--- src/rtl/pic_pkg.sv ---
// rtl/pic_pkg.sv - shared constants and state type for the priority interrupt controller
package pic_pkg;

    localparam int N_IRQ = 8;
    localparam int VEC_W = 3;

    typedef enum logic [1:0] {
        IDLE    = 2'd0,
        REQ     = 2'd1,
        SERVICE = 2'd2
    } pic_state_e;

endpackage

--- src/rtl/pic_prio_enc8.sv ---
// rtl/pic_prio_enc8.sv - 8-to-3 priority encoder, bit 7 highest
module pic_prio_enc8
    import pic_pkg::*;
(
    input  logic [N_IRQ-1:0] req_i,
    output logic [VEC_W-1:0] idx_o,
    output logic             valid_o
);

    // Ascending scan so the highest set bit is the last one written
    always_comb begin
        idx_o   = '0;
        valid_o = 1'b0;
        for (int i = 0; i < N_IRQ; i++) begin
            if (req_i[i]) begin
                idx_o   = VEC_W'(i);
                valid_o = 1'b1;
            end
        end
    end

endmodule

--- src/rtl/priority_interrupt_controller.sv ---
// rtl/priority_interrupt_controller.sv - synchronised, masked, prioritised interrupt request front-end
module priority_interrupt_controller
    import pic_pkg::*;
#(
    parameter int SYNC_STAGES = 2,
    parameter int ACK_TIMEOUT = 16
) (
    input  logic             clk,
    input  logic             rst,
    input  logic [N_IRQ-1:0] irq_in,
    input  logic [N_IRQ-1:0] mask,
    input  logic             int_ack,
    input  logic             eoi,
    output logic             int_req,
    output logic [VEC_W-1:0] int_vec,
    output logic [N_IRQ-1:0] pending,
    output logic [N_IRQ-1:0] in_service,
    output logic             timeout
);

    localparam logic [7:0] TIMER_LAST = 8'(ACK_TIMEOUT - 1);
    localparam logic       TIMER_ON   = (ACK_TIMEOUT != 0);

    logic [SYNC_STAGES-1:0][N_IRQ-1:0] sync_q;
    logic [N_IRQ-1:0]                  prev_q;
    logic [N_IRQ-1:0]                  sync_last;
    logic [N_IRQ-1:0]                  irq_edge;

    pic_state_e       state_q, state_d;
    logic [N_IRQ-1:0] pending_q, pending_d, pend_clr;
    logic [N_IRQ-1:0] in_service_q, in_service_d;
    logic             int_req_q, int_req_d;
    logic [VEC_W-1:0] int_vec_q, int_vec_d;
    logic             timeout_q, timeout_d;
    logic [7:0]       timer_q, timer_d;

    logic [N_IRQ-1:0] eligible;
    logic [VEC_W-1:0] enc_idx;
    logic             enc_valid;

    assign sync_last = sync_q[SYNC_STAGES-1];
    assign irq_edge  = sync_last & ~prev_q;
    assign eligible  = pending_q & ~mask;

    pic_prio_enc8 u_enc (
        .req_i   (eligible),
        .idx_o   (enc_idx),
        .valid_o (enc_valid)
    );

    // Synchroniser chain plus one extra flop for rising-edge detection
    always_ff @(posedge clk or posedge rst) begin
        if (rst) begin
            sync_q <= '0;
            prev_q <= '0;
        end else begin
            sync_q <= {sync_q[SYNC_STAGES-2:0], irq_in};
            prev_q <= sync_last;
        end
    end

    // Handshake FSM next state; a new edge beats an ack clear on the same bit
    always_comb begin
        state_d      = state_q;
        int_req_d    = int_req_q;
        int_vec_d    = int_vec_q;
        timer_d      = timer_q;
        timeout_d    = 1'b0;
        in_service_d = in_service_q;
        pend_clr     = '0;
        case (state_q)
            IDLE: begin
                if (enc_valid) begin
                    int_vec_d = enc_idx;
                    int_req_d = 1'b1;
                    timer_d   = '0;
                    state_d   = REQ;
                end
            end
            REQ: begin
                if (int_ack) begin
                    pend_clr[int_vec_q]     = 1'b1;
                    in_service_d            = '0;
                    in_service_d[int_vec_q] = 1'b1;
                    int_req_d               = 1'b0;
                    state_d                 = SERVICE;
                end else if (TIMER_ON && (timer_q == TIMER_LAST)) begin
                    int_req_d = 1'b0;
                    timeout_d = 1'b1;
                    state_d   = IDLE;
                end else if (timer_q != 8'hFF) begin
                    timer_d = timer_q + 8'd1;
                end
            end
            SERVICE: begin
                if (eoi) begin
                    in_service_d = '0;
                    state_d      = IDLE;
                end
            end
            default: state_d = IDLE;
        endcase
        pending_d = (pending_q & ~pend_clr) | irq_edge;
    end

    // Controller state registers
    always_ff @(posedge clk or posedge rst) begin
        if (rst) begin
            state_q      <= IDLE;
            pending_q    <= '0;
            in_service_q <= '0;
            int_req_q    <= 1'b0;
            int_vec_q    <= '0;
            timeout_q    <= 1'b0;
            timer_q      <= '0;
        end else begin
            state_q      <= state_d;
            pending_q    <= pending_d;
            in_service_q <= in_service_d;
            int_req_q    <= int_req_d;
            int_vec_q    <= int_vec_d;
            timeout_q    <= timeout_d;
            timer_q      <= timer_d;
        end
    end

    assign int_req    = int_req_q;
    assign int_vec    = int_vec_q;
    assign pending    = pending_q;
    assign in_service = in_service_q;
    assign timeout    = timeout_q;

endmodule

--- config.mk ---
export PLATFORM = sky130hd
export DESIGN_NAME = priority_interrupt_controller
export DESIGN_NICKNAME = d
export VERILOG_FILES = /design/src/rtl/pic_pkg.sv /design/src/rtl/pic_prio_enc8.sv /design/src/rtl/priority_interrupt_controller.sv
export SDC_FILE = /design/constraint.sdc
export NUM_CORES = 1
export LEC_CHECK = 0
export ABC_AREA = 1
export BUFFER_PORTS_ARGS = -buffer_cell sky130_fd_sc_hd__clkbuf_2
export CAP_MARGIN = 20
export CORE_ASPECT_RATIO = 1.1
export CORE_MARGIN = 2
export CORE_UTILIZATION = 49
export DETAILED_ROUTE_END_ITERATION = 10
export PLACE_DENSITY_LB_ADDON = 0.15
export SETUP_SLACK_MARGIN = 0.3
export SLEW_MARGIN = 20
export SYNTH_ARGS = -nofsm -noshare
export SYNTH_HDL_FRONTEND = slang
export SYNTH_HIERARCHICAL = 1
export SYNTH_SLANG_ARGS = --single-unit
--- constraint.sdc ---
create_clock -name clk -period 1.54 [get_ports clk]
set_input_delay 0.154 -clock clk [delete_from_list [all_inputs] [get_ports clk]]
set_output_delay 0.154 -clock clk [all_outputs]
set_load 0.02 [all_outputs]
After elaboration in Yosys (flattened, before gate mapping)

Index checks and enable logic that the tools add are counted.

Reduce and logical (&&, ||, !) cells: 9
Mux-type cells: 39
Order comparisons: 2
Add/sub/neg operators: 1
Bitwise operators: 7
Equality and inequality tests: 11

Operator list:

| operator                                                               | number |
|---|---|
| 8-bit two-way mux                                                      | 8 |
| 8-bit one-hot mux with 2 select lines                                  | 2 |
| 8-bit bitwise AND                                                      | 3 |
| 8-bit inverter                                                         | 3 |
| 1-bit two-way mux                                                      | 16 |
| 2-bit two-way mux                                                      | 6 |
| 3-bit two-way mux                                                      | 4 |
| 2-bit != test (second input constant)                                  | 6 |
| 3-bit AND reduction                                                    | 3 |
| 8-bit by 1-bit adder with 8-bit output (second input constant)         | 1 |
| 8-bit by 4-bit equality test with 1-bit output (second input constant) | 1 |
| 8-bit != test (second input constant)                                  | 1 |
| 8-bit bitwise OR                                                       | 1 |
| 2-bit one-hot mux with 3 select lines                                  | 1 |
| 5-bit AND reduction                                                    | 1 |
| 3-bit by 4-bit < comparator with 1-bit output (second input constant)  | 1 |
| 2-bit nonzero test                                                     | 2 |
| 1-bit demux with 3-bit select                                          | 1 |
| 3-bit by 1-bit >= comparator with 1-bit output (second input constant) | 1 |
| 3-bit != test (second input constant)                                  | 1 |
| 2-bit by 1-bit equality test with 1-bit output (second input constant) | 1 |
| 2-bit equality test (second input constant)                            | 1 |
| 2-bit logical NOT                                                      | 1 |
| 1-bit one-hot mux with 2 select lines                                  | 1 |
| other kinds (2)                                                        | 2 |

Input bits: 20
Register bits after elaboration: 55

Longest topological paths before layout

Depth after elaboration: 12
Depth in mapped cells: 12
Gate-level depth less buffers: 11

Modules after synthesis

Netlist, hierarchy kept.

Modules (own cells, without submodules):

| module                        | cells each | instances | area each (sq um) |
|---|---|---|---|
| priority_interrupt_controller | 210        | 1         | 2172.1 |
| pic_prio_enc8                 | 20         | 1         | 77.6 |

Worst setup path before layout

OpenSTA, ideal clock, no wires.

Path type: flip-flop to flip-flop
Start point: reg pending_q[3] (netlist: pending[3])
End point: reg timer_q[3]
Library setup time: 0.074 ns
Arrival time: 1.458 ns
Slack: 0.008 ns
Stages on the path, launching flop included: 13
Clock period less this slack: 1.532 ns
Data required time: 1.466 ns
Path through: dfrtp_1 -> inv_1 -> nor2_1 -> inv_1 -> nand2_1 -> nor3_1 -> nand3_1 -> nand3_4 -> nand2_4 -> nand2_4 -> buf_12 -> nand2_1 -> o21ai_2

Word-level cells in the longest chain between the ends: 8

RTL lines:

| what                                 | line                                 | source |
|---|---|---|
| start, declared                      | priority_interrupt_controller.sv:30  | `logic [N_IRQ-1:0] pending_q, pending_d, pend_clr;` |
| start signal, assigned               | priority_interrupt_controller.sv:118 | `pending_q <= pending_d;` |
| 8-bit bitwise AND                    | priority_interrupt_controller.sv:43  | `assign eligible = pending_q & ~mask;` |
| net eligible[3]                      | priority_interrupt_controller.sv:37  | `logic [N_IRQ-1:0] eligible;` |
| 1-bit two-way mux (5 in a row)       | pic_prio_enc8.sv:15                  | `if (req_i[i]) begin` |
| net enc_valid                        | priority_interrupt_controller.sv:39  | `logic enc_valid;` |
| 2-bit != test (no source line)       | -                                    |  |
| 5-bit AND reduction (no source line) | -                                    |  |
| end signal, assigned                 | priority_interrupt_controller.sv:123 | `timer_q <= timer_d;` |
| end, declared                        | priority_interrupt_controller.sv:35  | `logic [7:0] timer_q, timer_d;` |

The timed path passes the listed nets, and every way through them passes these cells.
A chain may end at the register's enable or synchronous reset.

Worst setup path in the final report

Start point: reg pending_q[3] (netlist: pending[3])
End point: reg int_vec_q[1] (netlist: int_vec[1])

Word-level cells in the longest chain between the ends: 7

RTL lines:

| what                                 | line                                 | source |
|---|---|---|
| 8-bit bitwise AND                    | priority_interrupt_controller.sv:43  |  |
| net eligible[3]                      | priority_interrupt_controller.sv:37  |  |
| 1-bit two-way mux (5 in a row)       | pic_prio_enc8.sv:15                  |  |
| net enc_valid                        | priority_interrupt_controller.sv:39  |  |
| 2-bit AND reduction (no source line) | -                                    |  |
| end signal, assigned                 | priority_interrupt_controller.sv:121 | `int_vec_q <= int_vec_d;` |
| end, declared                        | priority_interrupt_controller.sv:33  | `logic [VEC_W-1:0] int_vec_q, int_vec_d;` |

The timed path passes the listed nets, and every way through them passes these cells.

==> metrics <==
most common cell after layout, fill and taps aside dfrtp_1; RSZ-0062 raised after global routing true; Core Rows 25; r2r setup slk between 0.05 and 0.06 ns; Routed WL 4610 microns; Mean Syn Cell Area 9.78 sq um; post-route cell area around 0.0031 sq mm; DIE HEIGHT 75.1 microns; Port Buffer Count 40; Max clock buf depth 2; placed instance count 331; largest delay contributor family on the critical path simple AND/OR/NAND/NOR gates; yosys warns 6; Worst Setup SP pending[3]$_DFF_PP0_; footprint of the multi-input gates 852 sq um; share of cells above drive strength 1 0.395; Yosys reg bits 55; max-slew violation count 0; CP Max Fanout 4; filler instances 327; status completed; Area Overhead vs Synth 36.5%; largest net degree at the start of global routing 29; Detailed Route Iter0 Violations 93; reg2reg start pending[3]$_DFF_PP0_; CP Launch Type flop; clock-pin slew on the worst setup and hold paths 0.11 ns; Min-Delay Startpoint eoi; Syn Inst Count 230; Sink Count 55; crit path time final 1.49 ns; Final HPWL DP 2960 microns; crit-path cells inv_2 > nor2_1 > inv_1 > nand2_2 > nor3_2 > nand3_2 > nand3_4 > mux2_4; maximum vdd ir drop 0.731 mV; worst path arrival time ~1.7 ns; Final Hold Viols 0; P_leak between 1.5 and 2 nW; setup violators final 0; Non-Filler Instances approximately 370; commonest cells after routing, fill and taps aside 53 x dfrtp_1, 40 x clkbuf_2, 35 x nand2_1; die area 0.00515 sq mm; Worst Tran Pin Value 0.427 ns; n_diodes 0; critical path type reg -> reg; grt ovf 0; Rel. slew slack 0.715; clock latency on the worst-skew pair 0.31 ns; clock tree from TritonCTS yes; final worst slack approximately 0.054 ns; via/cell ratio just under 5; total global-route track usage 0.193; Starting Density 0.517; crit end category flop; synth unique cells 27; Cell Area, Synth 0.00225 sq mm; Reg area approximately 0.0014 sq mm; CP peak stage delay 0.43 ns; Clock Skew 0.00888 ns; Synth Net Count 251; r2r worst-path depth 8; hold endpoint state_q[1]$_DFFE_PP0P_; nets 331; wire length of the first global-routing pass slightly above 7000 microns; Pre-antenna DRT Iters 4; PwrDens 1540 mW/mm^2; r2r endpoint int_vec[1]$_DFFE_PP0P_; Bufs and invs on worst path 2; Worst Hold Depth 2; Final Core Density 0.706; synth top area cells dfrtp_1 61%, nand2_1 6.7%, inv_1 5.8%; Placed Area 0.00258 sq mm; remaining routing DRC violations 0; initial antenna violation count 0; Post-Place Worst Slack 0.0182 ns; clk root buf clkbuf_8; Die X 68.6 microns; share of the synthesized area in the top cell type 0.612; max cap viols 0; Routed Antenna Nets 0; Final GP Congestion around 0.80; fmax 673 MHz; CORE AREA 0.00435 sq mm; worst hold path type in -> reg; Worst Path Required 1.74 ns; H-tree Lvls 2; period utilisation layout 0.965; setup TNS 0 ns; Via Count 1803; CTS buffer count 5; DR WL/cell 12.6 microns; Top Ports 41; vias in the first global route between 1500 and 2000; Slowest cell on crit path dfrtp_2; sequential area share after synthesis 0.612; area leader, netlist dfrtp_1
-- power by group --
group | internal, mW | switching (mW)
sequential | 1.68 | 0.190
combinational | 0.795 | 1.20
clock | 0.347 | 0.522
-- metrics by stage --
step	total power, mW	hold WS [ns]
finish	4.73	0.0449
global route	5.04	0.0392
floorplan	2.89	0.185
CTS	4.33	0.0277
global placement	3.25	0.171
detailed placement	3.28	0.176
-- cell families (layout without fill, tap and decap cells) --
| family | after synthesis | after routing | share of synthesized area |
|---|---|---|---|
| AO/OA/AOI/OAI | 37 | 37 | 0.0962 |
| adder cells (fa/ha/maj) | 1 | 1 | 0.00556 |
| buffers and inverters | 41 | 121 | 0.0768 |
| flip-flops | 55 | 55 | 0.612 |
| multiplexers | 1 | 1 | 0.00501 |
| AND/OR/NAND/NOR | 95 | 96 | 0.205 |
-- per-layer routing --
layer | GRT usage | wire length [microns] | share of wire | vias to the layer above
met5 | 0 | 0 | 0 | -
met4 | 0.0844 | 89 | 0.019 | 0
met3 | 0.0553 | 156 | 0.034 | 7
met2 | 0.304 | 2280 | 0.50 | 41
met1 | 0.248 | 2080 | 0.45 | 869
li1 | - | - | - | 886
-- synth_stat cells --
library cell  number
o21bai_1           2
a31oi_1            1
o21ai_1            1
buf_12             1
nand3_2            1
nand2_4            4
o21ai_2            6
nand2_2            4
nor2_4             1
nor2_2             1
ha_1               1
nand3_4            1
inv_1             35
nand3_1           19
inv_2              3
inv_4              1
clkinv_1           1
a21oi_1            3
dfrtp_1           55
mux2_2             1
nor3_1             2
o31ai_1            1
nand2_1           40
nand4_1            1
or2_2              2
nor2_1            19
o21ai_0           23
-- flip-flops by register name, summed over array words and instances (netlist names) --
name        cells
int_vec         3
state_q         2
timer_q         8
sync_q          8
pending         8
timeout         1
int_req         1
prev_q          8
in_service      8
sync_last       8
-- final cells by class --
cell class / instances / area share
clock buffers: 5 / 0.0224
clock inverters: 3 / 0.0102
inverters: 40 / 0.0517
well taps: 54 / 0.0220
multi-input cells: 135 / 0.277
repair buffers: 72 / 0.165
repair inverters: 1 / 0.00244
flip-flops and latches: 55 / 0.449
-- worst max path at each step --
| stage | to | slack (ns) | cells after the start |
|---|---|---|---|
| after CTS | int_vec[1]$_DFFE_PP0P_ | 0.06 | 8 |
| after floorplan | timer_q[3]$_DFFE_PP0P_ | 0.06 | 12 |
| after global placement | timer_q[6]$_DFFE_PP0P_ | 0.05 | 10 |
| final | int_vec[1]$_DFFE_PP0P_ | 0.05 | 8 |
| after global routing | int_vec[1]$_DFFE_PP0P_ | -0.01 | 8 |
| after detailed placement | timer_q[5]$_DFFE_PP0P_ | 0.02 | 10 |
-- what timing repair did --
action                                  CTS  global route
hold buffers                              9             0
setup buffers                             9             6
resized for setup                        12            43
endpoints found under the setup margin   21            29
endpoints found under the hold margin    24             0
gates cloned                              1             1
pin swaps                                 5            18
Note: power is estimated with default switching activity, not from simulation.
